--- config.mk ---
export PLATFORM = sky130hd
export DESIGN_NAME = arb_grant_xfer_ctrl
export DESIGN_NICKNAME = d
export VERILOG_FILES = /design/src/rtl/arb_grant_xfer_ctrl.sv
export SDC_FILE = /design/constraint.sdc
export NUM_CORES = 1
export LEC_CHECK = 0
export CAP_MARGIN = 25
export CELL_PAD_IN_SITES_DETAIL_PLACEMENT = 1
export CELL_PAD_IN_SITES_GLOBAL_PLACEMENT = 2
export CORE_ASPECT_RATIO = 2
export CORE_MARGIN = 2
export CORE_UTILIZATION = 22
export CTS_CLUSTER_DIAMETER = 50
export DETAILED_ROUTE_END_ITERATION = 16
export MAX_ROUTING_LAYER = met4
export PLACE_DENSITY = 0.86
export SLEW_MARGIN = 5
export SYNTH_ARGS = -nofsm -noshare
export SYNTH_HDL_FRONTEND = slang
export SYNTH_SLANG_ARGS = --single-unit
--- constraint.sdc ---
create_clock -name clk -period 2.6 [get_ports clk]
set_clock_uncertainty 0.15 [all_clocks]
set_input_delay 0.26 -clock clk [delete_from_list [all_inputs] [get_ports clk]]
set_output_delay 0.26 -clock clk [all_outputs]
set_load 0.01 [all_outputs]
--- src/rtl/arb_grant_xfer_ctrl.sv ---
// arb_grant_xfer_ctrl: routes the granted client's stream to a shared sink.
// Caps each ownership at MAX_BEATS beats, pulses done, flags multi-hot grants.
module arb_grant_xfer_ctrl #(
  parameter int DATA_W    = 8,
  parameter int MAX_BEATS = 4,
  parameter int CNT_W     = 8
) (
  input  logic              clk,
  input  logic              rst,
  input  logic              gnt0,
  input  logic              gnt1,
  input  logic              gnt2,
  input  logic              gnt3,
  input  logic              vld0,
  input  logic              vld1,
  input  logic              vld2,
  input  logic              vld3,
  input  logic [DATA_W-1:0] dat0,
  input  logic [DATA_W-1:0] dat1,
  input  logic [DATA_W-1:0] dat2,
  input  logic [DATA_W-1:0] dat3,
  output logic              rdy0,
  output logic              rdy1,
  output logic              rdy2,
  output logic              rdy3,
  output logic              out_vld,
  output logic [DATA_W-1:0] out_dat,
  input  logic              out_rdy,
  output logic [1:0]        owner,
  output logic              busy,
  output logic              done0,
  output logic              done1,
  output logic              done2,
  output logic              done3,
  output logic              err_multi
);

  typedef enum logic [1:0] {
    IDLE    = 2'd0,
    XFER    = 2'd1,
    RELEASE = 2'd2
  } state_t;

  localparam logic [CNT_W-1:0] LAST = CNT_W'(MAX_BEATS - 1);

  state_t state;
  state_t state_nxt;

  logic [3:0]        gnt;
  logic [3:0]        vld;
  logic [DATA_W-1:0] dat [4];
  logic [3:0]        rdy;
  logic [3:0]        done_q;

  logic [1:0]        owner_q;
  logic [CNT_W-1:0]  beat_cnt;
  logic              busy_q;
  logic              err_q;

  logic              gnt_multi;
  logic              gnt_one;
  logic [1:0]        gnt_idx;
  logic              own_gnt;
  logic              own_vld;
  logic              accept;
  logic              last;

  assign gnt    = {gnt3, gnt2, gnt1, gnt0};
  assign vld    = {vld3, vld2, vld1, vld0};
  assign dat[0] = dat0;
  assign dat[1] = dat1;
  assign dat[2] = dat2;
  assign dat[3] = dat3;

  assign rdy0 = rdy[0];
  assign rdy1 = rdy[1];
  assign rdy2 = rdy[2];
  assign rdy3 = rdy[3];

  assign done0 = done_q[0];
  assign done1 = done_q[1];
  assign done2 = done_q[2];
  assign done3 = done_q[3];

  assign owner     = owner_q;
  assign busy      = busy_q;
  assign err_multi = err_q;

  // Grant decode: clearing the lowest set bit leaves a residue only if multi-hot.
  always_comb begin
    gnt_multi = |(gnt & (gnt - 4'd1));
    gnt_one   = (gnt != 4'd0) && !gnt_multi;
    gnt_idx   = 2'd0;
    case (gnt)
      4'b0010: gnt_idx = 2'd1;
      4'b0100: gnt_idx = 2'd2;
      4'b1000: gnt_idx = 2'd3;
      default: gnt_idx = 2'd0;
    endcase
  end

  assign own_gnt = gnt[owner_q];
  assign own_vld = vld[owner_q];
  assign accept  = (state == XFER) && own_vld && out_rdy;
  assign last    = accept && (beat_cnt == LAST);

  // State register.
  always_ff @(posedge clk) begin
    if (rst) begin
      state <= IDLE;
    end else begin
      state <= state_nxt;
    end
  end

  // Next state; a dropped grant wins over reaching the beat cap.
  always_comb begin
    state_nxt = state;
    case (state)
      IDLE: begin
        if (gnt_one) begin
          state_nxt = XFER;
        end
      end
      XFER: begin
        if (!own_gnt) begin
          state_nxt = IDLE;
        end else if (last) begin
          state_nxt = RELEASE;
        end
      end
      RELEASE: begin
        if (!own_gnt) begin
          state_nxt = IDLE;
        end
      end
      default: state_nxt = IDLE;
    endcase
  end

  // Sink mux: only the owner is connected, and only while transferring.
  always_comb begin
    out_vld = 1'b0;
    out_dat = '0;
    rdy     = 4'b0000;
    if (state == XFER) begin
      out_vld      = own_vld;
      out_dat      = dat[owner_q];
      rdy[owner_q] = out_rdy;
    end
  end

  // Owner latch, beat counter, busy, done pulse and sticky error.
  always_ff @(posedge clk) begin
    if (rst) begin
      owner_q  <= 2'd0;
      beat_cnt <= '0;
      busy_q   <= 1'b0;
      done_q   <= 4'b0000;
      err_q    <= 1'b0;
    end else begin
      if (state == IDLE && gnt_one) begin
        owner_q <= gnt_idx;
      end
      if (state_nxt != XFER) begin
        beat_cnt <= '0;
      end else if (accept) begin
        beat_cnt <= beat_cnt + 1'b1;
      end
      busy_q <= (state_nxt != IDLE);
      done_q <= last ? (4'b0001 << owner_q) : 4'b0000;
      err_q  <= err_q | gnt_multi;
    end
  end

endmodule
==> out/qor_table.md, run 1 <==
| Step | Quantity | Value |
|:---|:---|:---|
| global routing | Number of antenna violations at the first check in global routing | 0 |
| sta | Achievable clock frequency | 401.7 MHz |
| clocking | Hold buffers post-CTS | 0 |
| power | Worst-case vdd ir drop | 291.6 µV |
| detailed routing | Antenna violation net count after detailed routing | 0 |
| sta | Slew Limit Headroom | 63.94% |
| yosys | Count of cell types in the netlist | 39 |
| clocking | TritonCTS clock tree | built |
| finish | Utilization of the core after routing | 36.54% |
| global routing | Total routing resource utilization after global routing | 13.63% |
| sta | Minimum clock period after layout | 2.489 ns |
| yosys | Count of flip-flops with a built-in enable after synthesis | 0 |
| yosys | Most used DFF post-synth | dfxtp_1 |
| detailed routing | Wire length reported by the detailed router | 3.834 mm |
| power | Power per Cell Area | 333.6 nW/µm² |
| hold path | Path category of the worst min-delay check | flip-flop to flip-flop |
| sta | Transition at the pin with the smallest max-transition slack | 0.5409 ns |
| detailed routing | Number of detailed-route iterations in the first pass | 3 |
| sta | Post-route setup TNS | 0 ns |
| sta | Slew Viols, Final | 0 |
| finish | Post-layout instance area | 1998 µm² |
| status | Result of the run | completed |
| die | DIE HEIGHT | 110.5 µm |
| detailed routing | Ratio of routed vias to standard cells | 4.895 |
| finish | Share of post-route cells with drive strength above 1 | 14.80% |
| die | Width of the die | 57.25 µm |
| detailed routing | Via count | 1253 |
| placement | Total half-perimeter wirelength after legalization and detailed placement | 3.252 mm |
| power | Pleak | 0.7114 nW |
| clocking | Worst skew pair latency | 0.26 ns |
| sta | Final setup violation count | 0 |
| clocking | Number of buffers on the longest clock path | 2 |
| clocking | Number of gates resized after cts | 0 |
| die | Area of the core | 5468 µm² |
| global routing | Remaining global-route overflow | 0 |
| worst setup path | Critical path capture point type | primary output |
| clocking | Buffer type at the clock tree root | clkbuf_8 |
| finish | Antenna diode count | 0 |
| global routing | Number of global-route vias before repair | 1329 |
| global routing | Global-route wire length before repair | 6.582 mm |
| placement | Buffers on Ports | 63 |
| yosys | Flops & latches, synth | 18 |
| finish | Filler cell count | 645 |
| sta | Unrepaired setup endpoints after global routing | no |
| detailed routing | Detailed-route DRC error count | 0 |
| yosys | Cell types with the largest area share after synthesis | dfxtp_1 29%, mux4_1 11%, mux4_2 9.0% |
| yosys | Post-synth design cell area | 1247 µm² |
| die | Effective utilization at floorplan | 22.81% |
| die | DIE AREA | 6325 µm² |
| detailed routing | Routed len/inst | 14.98 µm |
| finish | Area added between synthesis and finish | 60.18% |
| detailed routing | DRC marker count from the first detailed-route iteration | 7 |
| yosys | Seq/Total Area, Yosys | 28.89% |
| worst setup path | Launching element type of the critical path | flip-flop |
| worst setup path | Data required time of the critical path | 2.19 ns |
| sta | Fin. Hold Viols | 0 |
| clocking | Clock buffers created by TritonCTS | 3 |
| finish | # nets final | 242 |
| global routing | Largest net degree at the start of global routing | 13 |
| yosys | Share of the synthesized area in the top cell type | 28.89% |
| placement | Last weighted congestion value of the routability-driven placer | 0.7650 |
| clocking | Post CTS Setup Buffer Count | 0 |
| worst setup path | Biggest fanout along the worst timing path | 11 |
| clocking | H-tree level count | 1 |
| worst setup path | Arrival time of data at the critical path endpoint | 2.08 ns |
| placement | Post-detailed-placement cell area | 1957 µm² |
| sta | Share of the clock period used by the worst path | 95.75% |
| clocking | Clock sink count | 18 |
| clocking | Post-CTS clock slew at the launch and capture registers of the worst setup and hold paths | 0.07 ns |
| die | Top-level port count | 64 |
| yosys | Cell taking the most area after synthesis | dfxtp_1 |
| worst setup path | Class of the most critical setup path | flip-flop to primary output |
| yosys | Post-synthesis instance total | 132 |
| yosys | Synthesized area divided by synthesized cell count | 9.450 µm² |
| yosys | Total nets after synthesis | 176 |
| yosys | Warning count from the yosys run | 0 |
| flow run | Max-cap check violation count | 0 |
| die | Number of rows created at floorplan | 38 |
| yosys | Async set-or-reset flop fraction in the synthesized netlist | 0% |
==> where the power goes <==
part           leakage (nW)  internal [mW]  switching (mW)
sequential            0.146          0.281         0.00599
clock                0.0216          0.103          0.0928
combinational         0.544          0.118          0.0663
==> sequential cells by signal, indices dropped and copies added, names as in the netlist <==
register and flops:
owner 2, beat_cnt 8, err_multi 1, busy 1
done_q 4, state 2
==> layer usage <==
metal	GRT usage [%]	vias to the layer above	routed length (µm)	share of wire, %
li1	-	611	-	-
met1	14.66	609	1363	36
met2	24.44	25	2270	59
met3	1.288	8	85	2.2
met4	5.891	0	114	3.0
met5	-	-	0	0
==> logic make-up (layout without fill, tap and decap cells) <==
| kind of cell | after synthesis | count (layout) | synth area share, % |
|---|---|---|---|
| and+or+nand+nor | 66 | 66 | 30.59 |
| DFF | 18 | 18 | 28.89 |
| AOI/OAI and AO/OA | 17 | 17 | 9.228 |
| buffers and inverters | 12 | 76 | 5.114 |
| muxes | 10 | 10 | 19.56 |
| xor gates and xnor gates | 8 | 8 | 5.617 |
| adders and majority gates | 1 | 1 | 1.003 |
==> critical path, stage by stage, from the launching register on <==
cell             delay, ns
dfxtp_1               0.38
buf_4                 0.23
mux4_1                0.55
and2_1                0.17
clkdlybuf4s50_1       0.49
==> cell usage after synthesis, types with 2 or more instances <==
master and number:
dfxtp_1 18, nor2b_1 3, nand2_1 7, mux4_2 5, xor2_1 7, nand4_1 4
nor2_2 5, nand2b_1 2, buf_6 2, clkbuf_1 4, a21oi_2 3, nand3_1 5
nor2_1 11, mux4_1 5, nor4b_1 2, o21ai_0 4, and2_1 11, nor3_1 5
or3_1 3, a21oi_1 5, buf_2 3
==> final cells by class <==
class | instances | area (µm²) | share of cell area [%]
Clock buffer | 3 | 41.29 | 2.066
Inverter | 2 | 7.507 | 0.3757
Multi-Input combinational cell | 102 | 823.3 | 41.20
Sequential cell | 18 | 360.3 | 18.03
Tap cell | 60 | 75.07 | 3.757
Timing Repair Buffer | 71 | 690.7 | 34.56
==> cell usage in the layout, fill, tap and decap left out, types with 3 or more instances in the layout <==
master | synthesis | layout
and2_1 | 11 | 11
o21ai_0 | 4 | 4
or3_1 | 3 | 3
nand2_1 | 7 | 7
mux4_1 | 5 | 5
nand3_1 | 5 | 5
xor2_1 | 7 | 7
a21oi_1 | 5 | 5
a21oi_2 | 3 | 3
nor2_2 | 5 | 5
dfxtp_1 | 18 | 18
nor2_1 | 11 | 11
buf_4 | 0 | 8
clkbuf_8 | 0 | 3
nor2b_1 | 3 | 3
nor3_1 | 5 | 5
clkdlybuf4s50_1 | 0 | 63
nand4_1 | 4 | 4
mux4_2 | 5 | 5
==> final timing paths <==
path                  to  cells past startpoint  slack [ns]      start
max           out_dat[0]                      4        0.11   owner[0]
min            err_multi                      2        0.34  err_multi
max reg2reg  beat_cnt[6]                      6        0.54   owner[1]
min reg2reg    err_multi                      2        0.34  err_multi
==> metrics by stage <==
step                setup WS [ns]  cells  total power [mW]  hold slack (ns)
floorplan                  0.6793    132            0.3708           0.1791
global placement           0.3134    253            0.4778           0.3154
detailed placement         0.3005    253            0.4795           0.3205
CTS                       0.08798    256            0.6766           0.3395
global route             0.007242    256            0.7033           0.3665
finish                     0.1106    256            0.6666           0.3354
Power figures use the tool's default switching activity.
==> inputs of run 2 (changes only) <==
--- a/config.mk
+++ b/config.mk
@@ -15,7 +15,7 @@
 export DETAILED_ROUTE_END_ITERATION = 16
 export MAX_ROUTING_LAYER = met4
 export PLACE_DENSITY = 0.86
-export SLEW_MARGIN = 5
+export SLEW_MARGIN = 20
 export SYNTH_ARGS = -nofsm -noshare
 export SYNTH_HDL_FRONTEND = slang
 export SYNTH_SLANG_ARGS = --single-unit
==> results of run 2 <==
Same layout as run 1: the final DEF is identical, and so are final timing and power.
